[config.mk]
export PLATFORM = sky130hd
export DESIGN_NAME = rtc_bus_ctrl_flat
export DESIGN_NICKNAME = d
export VERILOG_FILES = /design/src/rtl/rtc_bus_ctrl_pkg.sv /design/src/rtl/rtc_bus_ctrl_if.sv /design/src/rtl/rtc_bus_ctrl_phase_timer.sv /design/src/rtl/rtc_bus_ctrl.sv /design/src/flat_wrapper.sv
export SDC_FILE = /design/constraint.sdc
export NUM_CORES = 1
export LEC_CHECK = 0
export CAP_MARGIN = 20
export CORE_ASPECT_RATIO = 1.4
export CORE_MARGIN = 3
export CORE_UTILIZATION = 59
export CTS_CLUSTER_DIAMETER = 120
export DETAILED_ROUTE_END_ITERATION = 6
export PLACE_DENSITY = 0.84
export REMOVE_ABC_BUFFERS = 1
export SYNTH_ARGS = -nofsm -noshare
export SYNTH_HDL_FRONTEND = slang
export SYNTH_HIERARCHICAL = 1
export SYNTH_SLANG_ARGS = --single-unit
[constraint.sdc]
create_clock -name clk -period 8.9 [get_ports clk]
set_input_delay 1.335 -clock clk [delete_from_list [all_inputs] [get_ports clk]]
set_output_delay 1.335 -clock clk [all_outputs]
set_load 0.03 [all_outputs]
[src/rtl/rtc_bus_ctrl_pkg.sv]
//------------------------------------------------------------------------------
// Module   : rtc_bus_pkg
// Brief    : State encoding, timing defaults and RTC register map for rtc_bus_ctrl.
// Revision : 1.0 - initial release
//------------------------------------------------------------------------------
`default_nettype none

package rtc_bus_pkg;

  localparam logic [3:0] ST_POR     = 4'd0;
  localparam logic [3:0] ST_IDLE    = 4'd1;
  localparam logic [3:0] ST_A_SETUP = 4'd2;
  localparam logic [3:0] ST_A_PULSE = 4'd3;
  localparam logic [3:0] ST_A_HOLD  = 4'd4;
  localparam logic [3:0] ST_GAP     = 4'd5;
  localparam logic [3:0] ST_D_SETUP = 4'd6;
  localparam logic [3:0] ST_D_PULSE = 4'd7;
  localparam logic [3:0] ST_D_HOLD  = 4'd8;
  localparam logic [3:0] ST_DONE    = 4'd9;

  typedef enum logic [3:0] {
    S_POR     = ST_POR,
    S_IDLE    = ST_IDLE,
    S_A_SETUP = ST_A_SETUP,
    S_A_PULSE = ST_A_PULSE,
    S_A_HOLD  = ST_A_HOLD,
    S_GAP     = ST_GAP,
    S_D_SETUP = ST_D_SETUP,
    S_D_PULSE = ST_D_PULSE,
    S_D_HOLD  = ST_D_HOLD,
    S_DONE    = ST_DONE
  } state_t;

  localparam int DEF_T_SETUP    = 2;
  localparam int DEF_T_PULSE    = 8;
  localparam int DEF_T_HOLD     = 2;
  localparam int DEF_T_GAP      = 4;
  localparam int DEF_POR_CYCLES = 16;

  localparam logic [7:0] INIT_ADDR = 8'h02;
  localparam logic [7:0] INIT_DATA = 8'h10;

  localparam logic [7:0] REG_SEC     = 8'h21;
  localparam logic [7:0] REG_MIN     = 8'h22;
  localparam logic [7:0] REG_HOUR    = 8'h23;
  localparam logic [7:0] REG_DAY     = 8'h24;
  localparam logic [7:0] REG_MONTH   = 8'h25;
  localparam logic [7:0] REG_YEAR    = 8'h26;
  localparam logic [7:0] REG_WEEKDAY = 8'h27;
  localparam logic [7:0] REG_TMR_SEC  = 8'h41;
  localparam logic [7:0] REG_TMR_MIN  = 8'h42;
  localparam logic [7:0] REG_TMR_HOUR = 8'h43;
  localparam logic [7:0] REG_TMR_CTRL = 8'h44;
  localparam logic [7:0] CMD_TRANSFER = 8'hF0;

  // Counter runs down to zero, so a state lasting N cycles reloads with N-1.
  function automatic logic [7:0] phase_reload(input int unsigned cycles);
    return 8'(cycles - 1);
  endfunction

endpackage

`default_nettype wire

[src/rtl/rtc_bus_ctrl_if.sv]
//------------------------------------------------------------------------------
// Module   : rtc_bus_ctrl_if
// Brief    : Menu-FSM request handshake plus RTC multiplexed bus signals.
// Revision : 1.0 - initial release
//------------------------------------------------------------------------------
`default_nettype none

interface rtc_bus_ctrl_if;
  logic       acceso;
  logic       mod;
  logic [6:0] dir;
  logic [7:0] wdata;
  logic [7:0] ad_in;
  logic [7:0] ad_out;
  logic       ad_oe;
  logic       cs_n;
  logic       rd_n;
  logic       wr_n;
  logic       a_d;
  logic [7:0] rdata;
  logic       frw;
  logic       busy;

  modport master (
    output acceso, mod, dir, wdata, ad_in,
    input  ad_out, ad_oe, cs_n, rd_n, wr_n, a_d, rdata, frw, busy
  );

  modport slave (
    input  acceso, mod, dir, wdata, ad_in,
    output ad_out, ad_oe, cs_n, rd_n, wr_n, a_d, rdata, frw, busy
  );
endinterface

`default_nettype wire

[src/rtl/rtc_bus_ctrl_phase_timer.sv]
//------------------------------------------------------------------------------
// Module   : rtc_phase_timer
// Brief    : 8-bit loadable down-counter; done while the count sits at zero.
// Revision : 1.0 - initial release
//------------------------------------------------------------------------------
`default_nettype none

module rtc_phase_timer #(
  parameter logic [7:0] RST_VAL = 8'd0
) (
  input  logic       clk,
  input  logic       rst_n,
  input  logic       load,
  input  logic [7:0] load_val,
  output logic       done
);

  logic [7:0] r_cnt;

  always_ff @(posedge clk or negedge rst_n) begin
    if (!rst_n) begin
      r_cnt <= RST_VAL;
    end else if (load) begin
      r_cnt <= load_val;
    end else if (r_cnt != 8'd0) begin
      r_cnt <= r_cnt - 8'd1;
    end
  end

  assign done = (r_cnt == 8'd0);

endmodule

`default_nettype wire

[src/rtl/rtc_bus_ctrl.sv]
//------------------------------------------------------------------------------
// Module   : rtc_bus_ctrl
// Brief    : Runs address+data transactions on the RTC multiplexed bus for the menu FSM.
// Revision : 1.0 - initial release
//------------------------------------------------------------------------------
`default_nettype none

module rtc_bus_ctrl
  import rtc_bus_pkg::*;
#(
  parameter int T_SETUP    = DEF_T_SETUP,
  parameter int T_PULSE    = DEF_T_PULSE,
  parameter int T_HOLD     = DEF_T_HOLD,
  parameter int T_GAP      = DEF_T_GAP,
  parameter int POR_CYCLES = DEF_POR_CYCLES
) (
  input  logic         clk,
  input  logic         rst_n,
  rtc_bus_ctrl_if.slave bus
);

  state_t      r_state, w_next;
  logic        r_acceso_d, w_req;
  logic        r_pending, w_start_pend, w_take_req, w_queue_req;
  logic [7:0]  r_pend_addr, r_pend_data;
  logic        r_pend_mod;
  logic [7:0]  r_cur_addr, r_cur_data, w_cur_addr, w_cur_data;
  logic        r_cur_mod, w_cur_mod;
  logic        w_timer_done, w_load;
  int unsigned w_len;
  logic        w_cs_n, w_wr_n, w_rd_n, w_a_d, w_oe, w_frw;
  logic [7:0]  w_ad_out;
  logic        r_cs_n, r_wr_n, r_rd_n, r_a_d, r_oe, r_frw, r_busy;
  logic [7:0]  r_ad_out, r_rdata;

  assign w_req        = bus.acceso & ~r_acceso_d;
  assign w_start_pend = r_pending && (r_state == S_IDLE || r_state == S_DONE);
  assign w_take_req   = w_req && !r_pending && (r_state == S_IDLE);
  assign w_queue_req  = w_req && !r_pending && (r_state != S_IDLE);

  always_ff @(posedge clk or negedge rst_n) begin
    if (!rst_n) r_state <= S_POR;
    else        r_state <= w_next;
  end

  always_comb begin
    w_next = r_state;
    case (r_state)
      S_POR:     if (w_timer_done) w_next = S_A_SETUP;
      S_IDLE:    if (r_pending || w_req) w_next = S_A_SETUP;
      S_A_SETUP: if (w_timer_done) w_next = S_A_PULSE;
      S_A_PULSE: if (w_timer_done) w_next = S_A_HOLD;
      S_A_HOLD:  if (w_timer_done) w_next = S_GAP;
      S_GAP:     if (w_timer_done) w_next = S_D_SETUP;
      S_D_SETUP: if (w_timer_done) w_next = S_D_PULSE;
      S_D_PULSE: if (w_timer_done) w_next = S_D_HOLD;
      S_D_HOLD:  if (w_timer_done) w_next = S_DONE;
      S_DONE:    w_next = r_pending ? S_A_SETUP : S_IDLE;
      default:   w_next = S_POR;
    endcase
  end

  // Transaction operands for the state being entered; outputs are registered from these.
  always_comb begin
    w_cur_addr = r_cur_addr;
    w_cur_data = r_cur_data;
    w_cur_mod  = r_cur_mod;
    if (r_state == S_POR && w_timer_done) begin
      w_cur_addr = INIT_ADDR;
      w_cur_data = INIT_DATA;
      w_cur_mod  = 1'b1;
    end else if (w_start_pend) begin
      w_cur_addr = r_pend_addr;
      w_cur_data = r_pend_data;
      w_cur_mod  = r_pend_mod;
    end else if (w_take_req) begin
      w_cur_addr = {1'b0, bus.dir};
      w_cur_data = bus.wdata;
      w_cur_mod  = bus.mod;
    end
  end

  always_comb begin
    w_cs_n   = 1'b1;
    w_wr_n   = 1'b1;
    w_rd_n   = 1'b1;
    w_a_d    = 1'b0;
    w_oe     = 1'b0;
    w_frw    = 1'b0;
    w_ad_out = 8'h00;
    case (w_next)
      S_A_SETUP, S_A_PULSE, S_A_HOLD: begin
        w_cs_n   = 1'b0;
        w_oe     = 1'b1;
        w_ad_out = w_cur_addr;
        w_wr_n   = (w_next != S_A_PULSE);
      end
      S_D_SETUP, S_D_PULSE, S_D_HOLD: begin
        w_cs_n   = 1'b0;
        w_a_d    = 1'b1;
        w_oe     = w_cur_mod;
        w_ad_out = w_cur_data;
        if (w_next == S_D_PULSE) begin
          w_wr_n = ~w_cur_mod;
          w_rd_n = w_cur_mod;
        end
      end
      S_DONE:  w_frw = 1'b1;
      default: w_frw = 1'b0;
    endcase
  end

  always_comb begin
    w_len = 1;
    case (w_next)
      S_POR:                w_len = POR_CYCLES;
      S_A_SETUP, S_D_SETUP: w_len = T_SETUP;
      S_A_PULSE, S_D_PULSE: w_len = T_PULSE;
      S_A_HOLD,  S_D_HOLD:  w_len = T_HOLD;
      S_GAP:                w_len = T_GAP;
      default:              w_len = 1;
    endcase
  end

  assign w_load = (w_next != r_state);

  rtc_phase_timer #(
    .RST_VAL (phase_reload(POR_CYCLES))
  ) u_timer (
    .clk      (clk),
    .rst_n    (rst_n),
    .load     (w_load),
    .load_val (phase_reload(w_len)),
    .done     (w_timer_done)
  );

  always_ff @(posedge clk or negedge rst_n) begin
    if (!rst_n) begin
      r_acceso_d  <= 1'b1;
      r_pending   <= 1'b0;
      r_pend_addr <= 8'h00;
      r_pend_data <= 8'h00;
      r_pend_mod  <= 1'b0;
      r_cur_addr  <= 8'h00;
      r_cur_data  <= 8'h00;
      r_cur_mod   <= 1'b0;
      r_cs_n      <= 1'b1;
      r_wr_n      <= 1'b1;
      r_rd_n      <= 1'b1;
      r_a_d       <= 1'b0;
      r_oe        <= 1'b0;
      r_ad_out    <= 8'h00;
      r_frw       <= 1'b0;
      r_busy      <= 1'b1;
      r_rdata     <= 8'h00;
    end else begin
      r_acceso_d <= bus.acceso;
      if (w_start_pend) begin
        r_pending <= 1'b0;
      end else if (w_queue_req) begin
        r_pending   <= 1'b1;
        r_pend_addr <= {1'b0, bus.dir};
        r_pend_data <= bus.wdata;
        r_pend_mod  <= bus.mod;
      end
      r_cur_addr <= w_cur_addr;
      r_cur_data <= w_cur_data;
      r_cur_mod  <= w_cur_mod;
      r_cs_n     <= w_cs_n;
      r_wr_n     <= w_wr_n;
      r_rd_n     <= w_rd_n;
      r_a_d      <= w_a_d;
      r_oe       <= w_oe;
      r_ad_out   <= w_ad_out;
      r_frw      <= w_frw;
      r_busy     <= (w_next != S_IDLE);
      if (r_state == S_D_PULSE && w_timer_done && !r_cur_mod) begin
        r_rdata <= bus.ad_in;
      end
    end
  end

  assign bus.cs_n   = r_cs_n;
  assign bus.wr_n   = r_wr_n;
  assign bus.rd_n   = r_rd_n;
  assign bus.a_d    = r_a_d;
  assign bus.ad_oe  = r_oe;
  assign bus.ad_out = r_ad_out;
  assign bus.frw    = r_frw;
  assign bus.busy   = r_busy;
  assign bus.rdata  = r_rdata;

endmodule

`default_nettype wire

[src/flat_wrapper.sv]
// flat-port wrapper written by rule: the top's interface ports become plain ports
module rtc_bus_ctrl_flat import rtc_bus_pkg::*;
#(
  parameter int T_SETUP    = DEF_T_SETUP,
  parameter int T_PULSE    = DEF_T_PULSE,
  parameter int T_HOLD     = DEF_T_HOLD,
  parameter int T_GAP      = DEF_T_GAP,
  parameter int POR_CYCLES = DEF_POR_CYCLES
)
  (clk, rst_n, bus_acceso, bus_mod, bus_dir, bus_wdata, bus_ad_in, bus_ad_out, bus_ad_oe, bus_cs_n, bus_rd_n, bus_wr_n, bus_a_d, bus_rdata, bus_frw, bus_busy);
  rtc_bus_ctrl_if bus_i ();
  input  logic clk;
  input  logic rst_n;
  input wire logic [$bits(bus_i.acceso)-1:0] bus_acceso;
  input wire logic [$bits(bus_i.mod)-1:0] bus_mod;
  input wire logic [$bits(bus_i.dir)-1:0] bus_dir;
  input wire logic [$bits(bus_i.wdata)-1:0] bus_wdata;
  input wire logic [$bits(bus_i.ad_in)-1:0] bus_ad_in;
  output wire logic [$bits(bus_i.ad_out)-1:0] bus_ad_out;
  output wire logic [$bits(bus_i.ad_oe)-1:0] bus_ad_oe;
  output wire logic [$bits(bus_i.cs_n)-1:0] bus_cs_n;
  output wire logic [$bits(bus_i.rd_n)-1:0] bus_rd_n;
  output wire logic [$bits(bus_i.wr_n)-1:0] bus_wr_n;
  output wire logic [$bits(bus_i.a_d)-1:0] bus_a_d;
  output wire logic [$bits(bus_i.rdata)-1:0] bus_rdata;
  output wire logic [$bits(bus_i.frw)-1:0] bus_frw;
  output wire logic [$bits(bus_i.busy)-1:0] bus_busy;
  assign bus_i.acceso = bus_acceso;
  assign bus_i.mod = bus_mod;
  assign bus_i.dir = bus_dir;
  assign bus_i.wdata = bus_wdata;
  assign bus_i.ad_in = bus_ad_in;
  assign bus_ad_out = bus_i.ad_out;
  assign bus_ad_oe = bus_i.ad_oe;
  assign bus_cs_n = bus_i.cs_n;
  assign bus_rd_n = bus_i.rd_n;
  assign bus_wr_n = bus_i.wr_n;
  assign bus_a_d = bus_i.a_d;
  assign bus_rdata = bus_i.rdata;
  assign bus_frw = bus_i.frw;
  assign bus_busy = bus_i.busy;
  rtc_bus_ctrl #(.T_SETUP(T_SETUP), .T_PULSE(T_PULSE), .T_HOLD(T_HOLD), .T_GAP(T_GAP), .POR_CYCLES(POR_CYCLES)) u_core (.clk(clk), .rst_n(rst_n), .bus(bus_i));
endmodule
# Yosys cells after proc, flatten, opt, wreduce, memory -nomap -nowiden
# Memory sizes are Yosys's and may differ from the RTL's.
# Index checks and enable logic that the tools add are counted.
# op_classes
add_sub_neg	2
multipliers	0
div_mod_pow	0
n_lt_le_gt_ge	0
n_eq_ne	20
n_shift	0
muxes	33
bitwise_logic	4
n_reduce_logical	20
# ops
operator	n
8-bit 2-to-1 mux	8
4-bit one-hot mux with 10 select lines	1
4-bit 2-to-1 mux	9
4-bit by 3-bit equality test with 1-bit output, second input constant	7
4-bit by 2-bit equality test with 1-bit output, second input constant	4
4-bit equality test, second input constant	4
8-bit one-hot mux with 2 select lines	1
8-bit by 1-bit subtractor with 8-bit output, second input constant	2
1-bit 2-to-1 mux	11
8-bit logical NOT	1
4-bit by 1-bit inequality test with 1-bit output, second input constant	2
8-bit nonzero test	1
1-bit logical AND	7
3-bit OR reduction	2
6-bit OR reduction	1
4-bit by 1-bit equality test with 1-bit output, second input constant	1
4-bit logical NOT	1
4-bit by 2-bit inequality test with 1-bit output, second input constant	1
4-bit inequality test	1
1-bit one-hot mux with 2 select lines	2
2-bit nonzero test	2
1-bit NOT	3
1-bit logical NOT	2
1-bit logical OR	2
3 further kinds	3
# word_totals
ff_bits	70
latchBits	0
ramBits	0
mem_bits_ro	80
input_bits	27
elab_cells	99
n_memories	1
# mem_list
name	depth	width	rd	rd_clocked_by_memory_dff	write_ports	line	text
(name not given)	16	5	1	0	0	rtc_bus_ctrl.sv:115	case (w_next)

# Depth between registers and ports, before layout
# logic_depth
ltp_word	10
mapped_depth	16

# Cells and area by module
# The synthesis kept the hierarchy.
# modules_own_cells
mod	instances	cells_each	area_per_inst_um2	seq_area_each_um2
rtc_bus_ctrl	1	256	3016.6	1557.7
rtc_phase_timer	1	54	481.7	205.2

# Worst setup path after synthesis
# Ideal clock, no wire load.
# synth_path
path_type	reg2reg
start	reg u_core.u_timer.r_cnt[0]
end	reg u_core.u_timer.r_cnt[4]
arrival_time_ns	3.172
setup_slack_ns	5.649
stages_incl_launch_ff	16
path_buffers	2
cell_sequence	dfstp_2 inv_1 ha_1 or3b_1 clkbuf_2 nor2_1 buf_2 nand3_1 mux2i_1 or2b_1 o21ai_1 ha_1 o31ai_2 mux2_2 o22ai_1 a2bb2oi_1
# synth_between
elab_chain_len	6
word_cells_on_any_way	18
# synth_rtl
item	line	text
from (decl)	rtc_bus_ctrl_phase_timer.sv:18	logic [7:0] r_cnt;
from (signal assigned)	rtc_bus_ctrl_phase_timer.sv:24	r_cnt <= load_val;
from (signal assigned)	rtc_bus_ctrl_phase_timer.sv:26	r_cnt <= r_cnt - 8'd1;
8-bit logical NOT *	rtc_bus_ctrl_phase_timer.sv:30	assign done = (r_cnt == 8'd0);
named net u_core.w_timer_done	rtc_bus_ctrl.sv:29	logic w_timer_done, w_load;
4-bit 2-to-1 mux (tied with other cells)	rtc_bus_ctrl.sv:57	S_D_HOLD: if (w_timer_done) w_next = S_DONE;
4-bit one-hot mux with 10 select lines *	rtc_bus_ctrl.sv:48	case (r_state)
memory 16 x 5 bit	-	
8-bit by 1-bit subtractor with 8-bit output	rtc_bus_ctrl_pkg.sv:58	return 8'(cycles - 1);
8-bit 2-to-1 mux	rtc_bus_ctrl_phase_timer.sv:23	end else if (load) begin
# Mark *: on every way through the listed nets, which the timed path passes. The rest lies on a longest branch. The select of a mux whose other input is x is not followed.
# A chain may end at the register's enable or synchronous reset.

# Final worst setup path
# Ends and elaborated chain as after synthesis.

==> impl_metrics.toml <==
[sta]
worst_slew_pin_slew_ps = 1034
setup_violations = 0
fin_crit_ps = 4046
slew_viol_final = 0
finalCritPeriodShare_pct = 45.47
rsz0062_at_grt = "no"
skew_ps = 7.136
hold_viol = 0
finalSetupTns_ps = 0
clock.fmax_mhz = 247.1
relSlewSlack_pct = 30.56

[job]
maxCapViolCount = 0

[placed_design]
dp_hpwl_mm = 4.752
postPlaceCellArea_um2 = 3974
gp_congestion = 0.8547
numPortBuffers = 49

[worst_hold_path]
hold_class = "flop to flop"
min_to = "u_core/bus.rdata[3]"
holdCritStartpoint = "u_core/bus.rdata[3]"
min_path_cells = 1

[setup_path]
reg2reg_to = "u_core/u_timer/r_cnt[4]"
path_max_fanout = 12
reg2reg_setup_slack_ps = 4850
arrival_ps = 4320
worstPathRequired_ps = 9170
end_kind = "flop"
crit_path_top_delay_cell = "nor2_1"
cp-start-kind = "flop"
cpMostUsedCell = "ha_1"
ff2ff_path_depth = 13
slowest_delay_ps = 750
crit_type = "flop to flop"
path_cells = "inv_1 -> ha_1 -> or3b_1 -> nor2_1 -> nand3_1 -> mux2i_1 -> or2b_1 -> o21ai_1 -> ha_1 -> o31ai_2 -> mux2_2 -> o22ai_1 -> a2bb2oi_1"
rr_startpoint = "u_core/u_timer/r_cnt[0]"

[die]
rows = 32
die-height_um = 97.11
dieArea_um2 = 6903
coreArea_um2 = 5645
chipWidth_um = 71.08
initial_core_util_pct = 61.97
pin_count = 50

[power_and_ir_drop]
ir_worst_vdd_uv = 115.5
p_total_mw = 0.6409
p_per_area_nw_per_um2 = 152.9
p_leak_nw = 1.940

[clock_tree]
cts-root-buf = "clkbuf_8"
cts_tree = "yes"
ctsHoldBuffers = 0
cts.sinks = 70
clk_pin_slew_ps = 70
ctsResizeCount = 0
insertion_delay_ps = 350
h-tree-depth = 3
cts_buffers = 9
postCtsSetupRepairBufs = 0
clock_path_buffers = 2

[global_route]
antenna_found_initial = 0
first_global_vias = 2505
grt_pass1_wl_mm = 12.19
grt_usage_pct = 22.72
grt_overflow_total = 0
grt_max_degree = 71

[synth]
yosysWarnings = 6
syn_area_um2 = 3498
syn_inst = 310
synthArstFlopShare_pct = 100.0
synth.yosys.seq_area_share_pct = 50.39
postSynthAreaPerCell_um2 = 11.29
synthFlopType = "dfrtp_1"
yosys_register_bits = 70
synth-edff-count = 0
netlist-cell-type-count = 70

[finish]
fill_cells = 377
stdcell_area_um2 = 4192
layout.cells.most_common = "dfrtp_1"
layout.nets = 386
final_cell_mix = "dfrtp_1 (61), clkdlybuf4s50_1 (48), nor2_1 (29)"
syn2layout_area_growth_pct = 19.81
num_antenna_cells = 0
multi_input_area_um2 = 1531
drive_gt1_share_pct = 20.17
layout.area.seq_um2 = 1763

[detailed_routing]
post-route-drc-count = 0
detail-route-antenna-nets = 0
vias_per_cell = 5.819
num_vias = 2502
dr.pass1.iters = 4
wl_mm = 7.059
drt_iter0_drc = 123
wl_per_cell_um = 16.42

[status]
status = "complete, no violations"
==> worst max path at each step <==
stage | end | slack, ps | from | depth (start not counted)
2_1_floorplan | u_core/u_timer/r_cnt[4] | 5410 | u_core/u_timer/r_cnt[0] | 13
3_3_place_gp | u_core/u_timer/r_cnt[4] | 5090 | u_core/u_timer/r_cnt[0] | 13
3_5_place_dp | u_core/u_timer/r_cnt[4] | 4940 | u_core/u_timer/r_cnt[0] | 13
4_1_cts | u_core/u_timer/r_cnt[4] | 4880 | u_core/u_timer/r_cnt[0] | 13
5_1_grt | u_core/u_timer/r_cnt[4] | 4550 | u_core/u_timer/r_cnt[0] | 13
6_report | u_core/u_timer/r_cnt[4] | 4850 | u_core/u_timer/r_cnt[0] | 13
==> power breakdown <==
group          internal (mW)  switching [mW]
clock                  0.166           0.114
sequential             0.321         0.00205
combinational         0.0180          0.0187
==> area by class of cell <==
class	instances	share of cell area, %
tap	68	2.030
sequential	70	42.06
clock inverter	3	1.642
inverter	25	2.239
clock buffer	13	3.552
timing repair buffer	51	11.94
multi-input combinational	200	36.54
==> per-layer routing <==
metal | global-route usage, % | wire length [um] | up-vias
met5 | 0 | 0 | -
met2 | 37.96 | 3768 | 59
met3 | 6.936 | 285 | 6
met4 | 6.657 | 85 | 0
li1 | - | - | 1208
met1 | 28.19 | 2920 | 1229
==> sequential cells by signal, summed over array words and instances (netlist names), 4 cells and up <==
name	flops
u_core/bus.ad_out	8
u_core/r_cur_data	8
u_core/r_cur_addr	8
u_core/r_state	4
u_core/r_pend_data	8
u_core/u_timer/r_cnt	8
u_core/r_pend_addr	7
u_core/bus.rdata	8
==> logic make-up after synthesis <==
kind of cell    count (synthesis)  share of synthesized area [%]
fa+ha+maj                       2                         0.7152
xor+xnor                        3                         0.9659
flops                          70                          50.39
compound gates                 63                          13.88
mux                            39                          12.05
buf+inv                        41                          5.937
simple gates                   91                          15.95
other cells                     1                         0.1072
==> metrics by stage <==
stage	std cells	utilization (%)	worst slack [ps]	hold WS [ps]
after CTS	430	74.25	4879	510.1
after global routing	430	74.25	4550	520.4
after floorplan	295	-	5406	480.2
final	430	74.25	4854	505.6
after global placement	414	70.39	5088	487.6
after detailed placement	414	70.39	4935	494.5
==> worst max-delay path, delay by kind of cell (launching register included) <==
family                   cells  cell delay [ps]
buffers and inverters        1               80
flip-flops                   1              390
adder cells (fa/ha/maj)      2              420
AO/OA/AOI/OAI                4              610
multiplexers                 2              690
AND/OR/NAND/NOR              4             1770
==> synthesized netlist by cell type (4+ instances only) <==
cell	instances	share of area (%)
a211o_1	13	3.3
a21oi_1	4	0.57
a31oi_1	5	0.89
buf_2	5	0.72
buf_6	4	1.3
dfrtp_1	61	44
dfstp_2	9	6.8
inv_1	25	2.7
mux2_2	25	8.0
mux2i_1	14	4.0
nand2_1	12	1.3
nand3_1	9	1.3
nor2_1	29	3.1
nor3_2	4	1.1
o21ai_0	7	1.0
o22ai_1	9	1.6
No activity file was read; power rests on OpenSTA's default activity.
